## src/rtl/fetch_pc_unit.sv

```systemverilog
// -----------------------------------------------------------------------------
// fetch_pc_unit
//
// Fetch-stage PC generator and redirect receiver. Owns the architectural fetch
// PC, issues one instruction-memory request at a time, and hands {pc, instr}
// to the IF/ID register. A taken branch from EX redirects the PC, squashes the
// in-flight wrong-path fetch, and raises the IF/ID and ID/EX flush strobes in
// the same cycle.
//
// Ports
//   clk                 rising-edge clock
//   rst                 synchronous, active-high reset
//   stall_in            hazard unit: hold the IF/ID payload
//   branch_taken_in     EX-stage redirect request
//   branch_target_in    redirect address (low two bits ignored for the PC)
//   imem_req_valid_out  fetch request valid
//   imem_req_addr_out   fetch address
//   imem_req_ready_in   memory accepts the request this cycle
//   imem_rsp_valid_in   instruction word valid
//   imem_rsp_data_in    instruction word
//   if_valid_out        IF/ID payload valid
//   if_pc_out           PC of if_instr_out
//   if_instr_out        fetched instruction (NOP_INSTR when invalid)
//   flush_ifid_out      squash IF/ID (combinational)
//   flush_idex_out      squash ID/EX (combinational)
//   misaligned_out      one-cycle pulse: redirect target[1:0] != 0
// -----------------------------------------------------------------------------
module fetch_pc_unit #(
    parameter logic [31:0] RESET_PC  = 32'h0000_0000,
    parameter logic [31:0] NOP_INSTR = 32'h0000_0013
) (
    input  logic        clk,
    input  logic        rst,
    input  logic        stall_in,
    input  logic        branch_taken_in,
    input  logic [31:0] branch_target_in,
    output logic        imem_req_valid_out,
    output logic [31:0] imem_req_addr_out,
    input  logic        imem_req_ready_in,
    input  logic        imem_rsp_valid_in,
    input  logic [31:0] imem_rsp_data_in,
    output logic        if_valid_out,
    output logic [31:0] if_pc_out,
    output logic [31:0] if_instr_out,
    output logic        flush_ifid_out,
    output logic        flush_idex_out,
    output logic        misaligned_out
);

    typedef enum logic {
        ST_FETCH = 1'b0,
        ST_WAIT  = 1'b1
    } state_t;

    state_t      state_q;
    state_t      state_d;

    logic [31:0] pc_q;
    logic [31:0] req_pc_q;
    logic        drop_q;
    logic        misaligned_q;

    logic        buf_valid_q;
    logic [31:0] buf_pc_q;
    logic [31:0] buf_instr_q;

    logic        if_valid_q;
    logic [31:0] if_pc_q;
    logic [31:0] if_instr_q;

    logic        req_fire;
    logic        rsp_hit;
    logic        rsp_keep;
    logic        deliver_ok;
    logic        load_from_buf;
    logic        load_from_rsp;
    logic        load_buf;
    logic [31:0] redirect_pc;

    // A new request is held off while the skid buffer is occupied so a
    // response can never arrive with nowhere to go.
    assign imem_req_valid_out = (state_q == ST_FETCH) && !buf_valid_q && !rst;
    assign imem_req_addr_out  = pc_q;
    assign req_fire           = imem_req_valid_out && imem_req_ready_in;

    // Responses are only meaningful while a request is outstanding.
    assign rsp_hit     = (state_q == ST_WAIT) && imem_rsp_valid_in;
    // A redirect in the same cycle as the response makes it wrong-path too.
    assign rsp_keep    = rsp_hit && !drop_q && !branch_taken_in;

    assign redirect_pc = {branch_target_in[31:2], 2'b00};

    // IF/ID may take new data when not stalled, or when it holds nothing.
    assign deliver_ok    = !stall_in || !if_valid_q;
    assign load_from_buf = !rst && !branch_taken_in && deliver_ok && buf_valid_q;
    assign load_from_rsp = !rst && !branch_taken_in && deliver_ok && !buf_valid_q && rsp_keep;
    assign load_buf      = !rst && !branch_taken_in && !deliver_ok && rsp_keep;

    assign flush_ifid_out = branch_taken_in && !rst;
    assign flush_idex_out = branch_taken_in && !rst;
    assign misaligned_out = misaligned_q;

    assign if_valid_out = if_valid_q;
    assign if_pc_out    = if_pc_q;
    assign if_instr_out = if_valid_q ? if_instr_q : NOP_INSTR;

    always_ff @(posedge clk) begin
        if (rst) begin
            state_q <= ST_FETCH;
        end else begin
            state_q <= state_d;
        end
    end

    always_comb begin
        state_d = state_q;
        case (state_q)
            ST_FETCH: if (req_fire) state_d = ST_WAIT;
            ST_WAIT:  if (rsp_hit)  state_d = ST_FETCH;
            default:  state_d = ST_FETCH;
        endcase
    end

    // PC, wrong-path tracking and misalignment flag
    always_ff @(posedge clk) begin
        if (rst) begin
            pc_q         <= RESET_PC;
            drop_q       <= 1'b0;
            misaligned_q <= 1'b0;
        end else begin
            if (req_fire) begin
                pc_q <= pc_q + 32'd4;
            end
            // Redirect wins over the sequential increment.
            if (branch_taken_in) begin
                pc_q <= redirect_pc;
            end

            if (state_q == ST_FETCH) begin
                drop_q <= req_fire && branch_taken_in;
            end else if (rsp_hit) begin
                drop_q <= 1'b0;
            end else if (branch_taken_in) begin
                drop_q <= 1'b1;
            end

            misaligned_q <= branch_taken_in && (branch_target_in[1:0] != 2'b00);
        end
    end

    always_ff @(posedge clk) begin
        if (req_fire) begin
            req_pc_q <= pc_q;
        end
    end

    // IF/ID payload and skid buffer: valid flags
    always_ff @(posedge clk) begin
        if (rst) begin
            if_valid_q  <= 1'b0;
            if_pc_q     <= 32'd0;
            buf_valid_q <= 1'b0;
        end else if (branch_taken_in) begin
            if_valid_q  <= 1'b0;
            buf_valid_q <= 1'b0;
        end else if (deliver_ok) begin
            if (buf_valid_q) begin
                if_valid_q  <= 1'b1;
                if_pc_q     <= buf_pc_q;
                buf_valid_q <= 1'b0;
            end else if (rsp_keep) begin
                if_valid_q <= 1'b1;
                if_pc_q    <= req_pc_q;
            end else begin
                if_valid_q <= 1'b0;
            end
        end else if (rsp_keep) begin
            buf_valid_q <= 1'b1;
        end
    end

    // Payload data words follow the valid-flag load decisions above.
    always_ff @(posedge clk) begin
        if (load_from_buf) begin
            if_instr_q <= buf_instr_q;
        end else if (load_from_rsp) begin
            if_instr_q <= imem_rsp_data_in;
        end
        if (load_buf) begin
            buf_pc_q    <= req_pc_q;
            buf_instr_q <= imem_rsp_data_in;
        end
    end

endmodule
```

## config.mk

```make
export PLATFORM = sky130hd
export DESIGN_NAME = fetch_pc_unit
export DESIGN_NICKNAME = d
export VERILOG_FILES = /design/src/rtl/fetch_pc_unit.sv
export SDC_FILE = /design/constraint.sdc
export NUM_CORES = 1
export LEC_CHECK = 0
export CORE_AREA = 2 2 128 130
export CTS_BUF_LIST = sky130_fd_sc_hd__clkbuf_2 sky130_fd_sc_hd__clkbuf_4 sky130_fd_sc_hd__clkbuf_8
export DETAILED_ROUTE_END_ITERATION = 10
export DIE_AREA = 0 0 130 132
export DONT_BUFFER_PORTS = 1
export PLACE_DENSITY = 0.63
export RECOVER_POWER = 25
export SETUP_SLACK_MARGIN = 0.3
export SYNTH_ARGS = -nofsm -noshare
export SYNTH_HDL_FRONTEND = slang
export SYNTH_SLANG_ARGS = --single-unit
```

## constraint.sdc

```tcl
create_clock -name clk -period 7.7 [get_ports clk]
set_input_delay 1.54 -clock clk [delete_from_list [all_inputs] [get_ports clk]]
set_output_delay 1.54 -clock clk [all_outputs]
set_load 0.005 [all_outputs]
```

# Word-level counts from Yosys, hierarchy flattened
# Index checks and enable logic that the tools add are counted.
# word_totals
reg_bits	197
input_bits	70
output_inout_bits	101
# classes
addsub	1
eq_ne	1
n_mux	15
bitwise	2
n_reduce_logical	31
# op_table
op	n
$mux W32	7
$add A32 B3 Y32 const B	1
$logic_and A1 B1 Y1	16
$reduce_bool A2 Y1	4
$logic_not A1 Y1	7
$mux W1	7
$ne A3 B2 Y1 const B	1
$reduce_and A3 Y1	1
$reduce_or A3 Y1	1
$not A1 Y1	2
$pmux W1 S2	1
$reduce_or A2 Y1	1
$logic_or A1 B1 Y1	1

# Logic depth before layout (Yosys ltp)
# logic_depth
word_depth	7
depth_mapped	8
ltp_nobuf	5

# Worst setup path after synthesis
# Ideal clock, no wire load.
# synth_timing
path_type	in2reg
from	input port branch_taken_in
to	register buf_instr_q[0], enable pin
arrival_ns	6.209
t_required_ns	7.142
slack_ns	0.933
stages	4
n_path_buf	1
cell_sequence	clkbuf_1 > clkinv_1 > nand2_1 > nor3_1
# synth_via
elab_chain_cells	4
elab_cells_between_ends	5
classes_between	5 x reduce/logical
# synth_rtl
item	line_no	text
from (decl)	35	input logic branch_taken_in,
$logic_not A1 Y1 *	89, 97	
$logic_and A1 B1 Y1 (2 in series)	97	assign load_buf = !rst && !branch_taken_in && !deliver_ok && rsp_keep;
$logic_and A1 B1 Y1 *	97	
named net load_buf	77	logic load_buf;
to (signal assigned)	191	buf_instr_q <= imem_rsp_data_in;
to (decl)	65	logic [31:0] buf_instr_q;
# Mark *: on every way through the listed nets, which the timed path passes. The rest lies on a longest branch.
# A chain may end at the register's enable or synchronous reset.

# Final worst setup path
# layout_timing
from	input port branch_taken_in
to	register buf_instr_q[21], enable pin
# The elaborated chain is that of the path after synthesis.

==> flow_summary_export.csv <==
group,metric,value,unit
layout,fin_cells,805,
run_status,violations,"max-capacitance violations, max-slew violations",
clock_tree,clock-sinks,189,
logic_synthesis,yosysTopAreaCellShare,48.2,%
clock_tree,cts_htree_levels,4,
run,max-cap-violations,1,
place,port_buffers,0,
sta,fin_crit_sh,54.7,%
power,p_int,0.00153,W
layout,fillers,1354,
sta,min_period,4210,ps
floorplanning,boundaryPins,171,
floorplanning,fp-row-count,46,
layout,final_common_cell,"edfxtp_1",
floorplanning,start_util,49.2,%
min_path,hp-start,"drop_q$_SDFFE_PP0P_",
global_route,grt_max_degree,63,
place,dpl.cell_count,773,
layout,diodes,0,
routing,routed_wl,15.5,mm
power,power,0.00194,W
global_route,overflow,0,
logic_synthesis,synth.top_cells.by_area,"edfxtp_1 (48%), dfxtp_1 (17%), mux2_2 (4.7%)",
clock_tree,cts_buffers,17,
routing,routed_via_density,5.70,
clock_tree,clock_latency,450,ps
global_route,grt_usage,18.3,%
logic_synthesis,async_flop_share,0,%
worst_setup_path,r2r_cells,5,
logic_synthesis,ys_seq_area_share,65.1,%
global_route,grt_pass1_vias,4641,
place,gp_congestion,0.852,
layout,final_cell_mix,"edfxtp_1 (124), dfxtp_1 (64), nor2_1 (49)",
power,power_leakage,2.64,nW
place,dp_hpwl,10.5,mm
routing,vias,4592,
worst_setup_path,r2r-start,"buf_valid_q$_SDFFE_PP0P_",
worst_setup_path,worstReg2RegEnd,"imem_req_addr_out[24]$_SDFFE_PP0P_",
clock_tree,clkTransAtPathRegs,90,ps
clock_tree,clock-root-buffer,"clkbuf_8",
logic_synthesis,yosys.area.top_type,"edfxtp_1",
worst_setup_path,cp-start-kind,"primary input",
logic_synthesis,synth_edf_count,124,
sta,fin_tns_setup,0,ps
power,comb_power_share,3.7,%
sta,timing.final.ws_setup,3490,ps
routing,drc,0,
clock_tree,cts.path.max_buffers,2,
sta,report.final.setup_viol,0,
power,power_switching_share,20.7,%
min_path,hold-path-cell-count,2,
logic_synthesis,synthCells,590,
sta,rsz0062_at_grt,"no",
sta,max_freq,238,MHz
logic_synthesis,synth_seq_cells,189,
min_path,hold_path_class,"flop to flop",
logic_synthesis,netlist-cell-type-count,57,
layout,area_growth,7.89,%
power,p_sw,0.000401,W
sta,hold_slack,448,ps
sta,finalHoldViolCount,0,
sta,worst_pin_slew,1790,ps
power,p_clk_share,37.1,%
routing,final_antenna_net_count,0,
logic_synthesis,ys_dominant_reg_cell,"edfxtp_1",
floorplanning,fp.coreArea,0.0157,mm^2
routing,drtIter0Drc,221,
power,power.density,232,mW/mm^2
sta,slew_viol_final,44,
routing,wire_per_inst,19.2,um
layout,drive_above_1_share,13.4,%
floorplanning,die_x,130,um
global_route,grt_pass1_wl,24.5,mm
worst_setup_path,endpoint_kind,"flop",
power,max-vdd-ir-drop,129,uV
clock_tree,post_cts_resized,0,
worst_setup_path,cp_max_fo,62,
worst_setup_path,critical_path_class,"primary input to flop",
run_status,outcome,"finished, violations left",
worst_setup_path,r2r_setup_slack,4900,ps
logic_synthesis,yosysWarnings,0,
worst_setup_path,critical_path_arrival,4280,ps
layout,fin_nets,647,
routing,first_pass_iters,4,
floorplanning,die_y,132,um
clock_tree,hold_buffers,0,
power,seqPwrFrac,59.2,%
place,dp_slack,3690,ps
clock_tree,post-cts-setup-buffers,0,
worst_setup_path,required,7770,ps
sta,relSlewSlack,-19.4,%
global_route,antenna_found_initial,0,
floorplanning,dieArea,0.0172,mm^2
sta,clock_skew,15.5,ps
min_path,hold_end,"drop_q$_SDFFE_PP0P_",
logic_synthesis,syn_area,0.00772,mm^2
clock_tree,cts_tree,"yes",
logic_synthesis,avgSynthCellArea,13.1,um^2
-- worst max-delay path by stage --
| stage | endpoint | start | slack, ps |
|---|---|---|---|
| floorplan | buf_instr_q[0]$_DFFE_PP_ | branch_taken_in | 930 |
| global placement | imem_req_addr_out[24]$_SDFFE_PP0P_ | rst | 3750 |
| detailed placement | imem_req_addr_out[24]$_SDFFE_PP0P_ | rst | 3690 |
| CTS | flush_idex_out | branch_taken_in | 4150 |
| global route | buf_instr_q[20]$_DFFE_PP_ | branch_taken_in | 3140 |
| finish | buf_instr_q[21]$_DFFE_PP_ | branch_taken_in | 3490 |
-- Yosys cell counts, types with 4 or more instances --
| master | instances |
|---|---|
| nand2b_1 | 4 |
| nand4_1 | 4 |
| a31oi_1 | 7 |
| nand2_1 | 24 |
| dfxtp_1 | 65 |
| a211oi_1 | 39 |
| edfxtp_1 | 124 |
| and2_1 | 37 |
| mux2_2 | 32 |
| clkbuf_1 | 30 |
| nand3_1 | 13 |
| o31ai_1 | 4 |
| inv_1 | 9 |
| nor4_1 | 9 |
| mux2i_1 | 30 |
| and3_1 | 6 |
| o211ai_1 | 4 |
| xnor2_1 | 9 |
| nor3_1 | 9 |
| a311oi_1 | 5 |
| nor2_1 | 49 |
| o21ai_0 | 4 |
| or3_1 | 9 |
| and4_1 | 4 |
| buf_4 | 5 |
| or4_1 | 6 |
-- area by class of cell --
| type | count | area, um^2 | share of cell area (%) |
|---|---|---|---|
| Tap cell | 216 | 270 | 3.24 |
| Clock buffer | 23 | 298 | 3.57 |
| Clock inverter | 9 | 156 | 1.88 |
| Inverter | 11 | 41.3 | 0.495 |
| Multi-Input combinational cell | 352 | 2510 | 30.1 |
| Sequential cell | 189 | 5030 | 60.3 |
| Timing Repair Buffer | 5 | 33.8 | 0.405 |
-- layer usage --
metal	GRT usage, %	wire, um
met1	24.1	6870
met2	27.3	6810
met3	7.55	1530
met5	0	0
met4	6.21	246
-- cell families after synthesis --
logic type	after synthesis	share of synthesized area [%]
XOR/XNOR	10	1.13
other	1	0.0486
multiplexers	62	8.55
buffers and inverters	52	2.98
AO/OA/AOI/OAI	92	9.19
adder cells (fa/ha/maj)	1	0.162
AND/OR/NAND/NOR	183	12.9
flip-flops	189	65.1
-- stage by stage --
stage | util, % | area [um^2]
6_report | 53.0 | 8330
5_1_grt | 53.0 | 8330
4_1_cts | 53.1 | 8340
3_5_place_dp | 50.2 | 7880
3_3_place_gp | 50.2 | 7880
2_1_floorplan | - | 7730
-- sequential cells by signal (all words and copies together), names as in the netlist --
name / count
buf_valid_q: 1
imem_req_addr_out: 30
state_q: 1
buf_pc_q: 30
req_pc_q: 30
if_valid_out: 1
if_instr_q: 32
misaligned_out: 1
if_pc_out: 30
buf_instr_q: 32
drop_q: 1
-- power groups by stage --
stage / Sequential (W) / Clock, W / Combinational (W)
final: 0.00115 / 0.000719 / 0.0000715
after global routing: 0.00115 / 0.000778 / 0.0000815
after CTS: 0.00115 / 0.000743 / 0.0000722
after detailed placement: 0.00117 / 0 / 0.0000719
after global placement: 0.00117 / 0 / 0.0000697
after floorplan: 0.00115 / 0 / 0.0000678
-- critical path: stages --
cell,delay [ps]
clkinv_1,40
clkbuf_1,1290
nand2_1,420
nor3_2,280
buf_4,670
(Power assumes the default switching activity.)
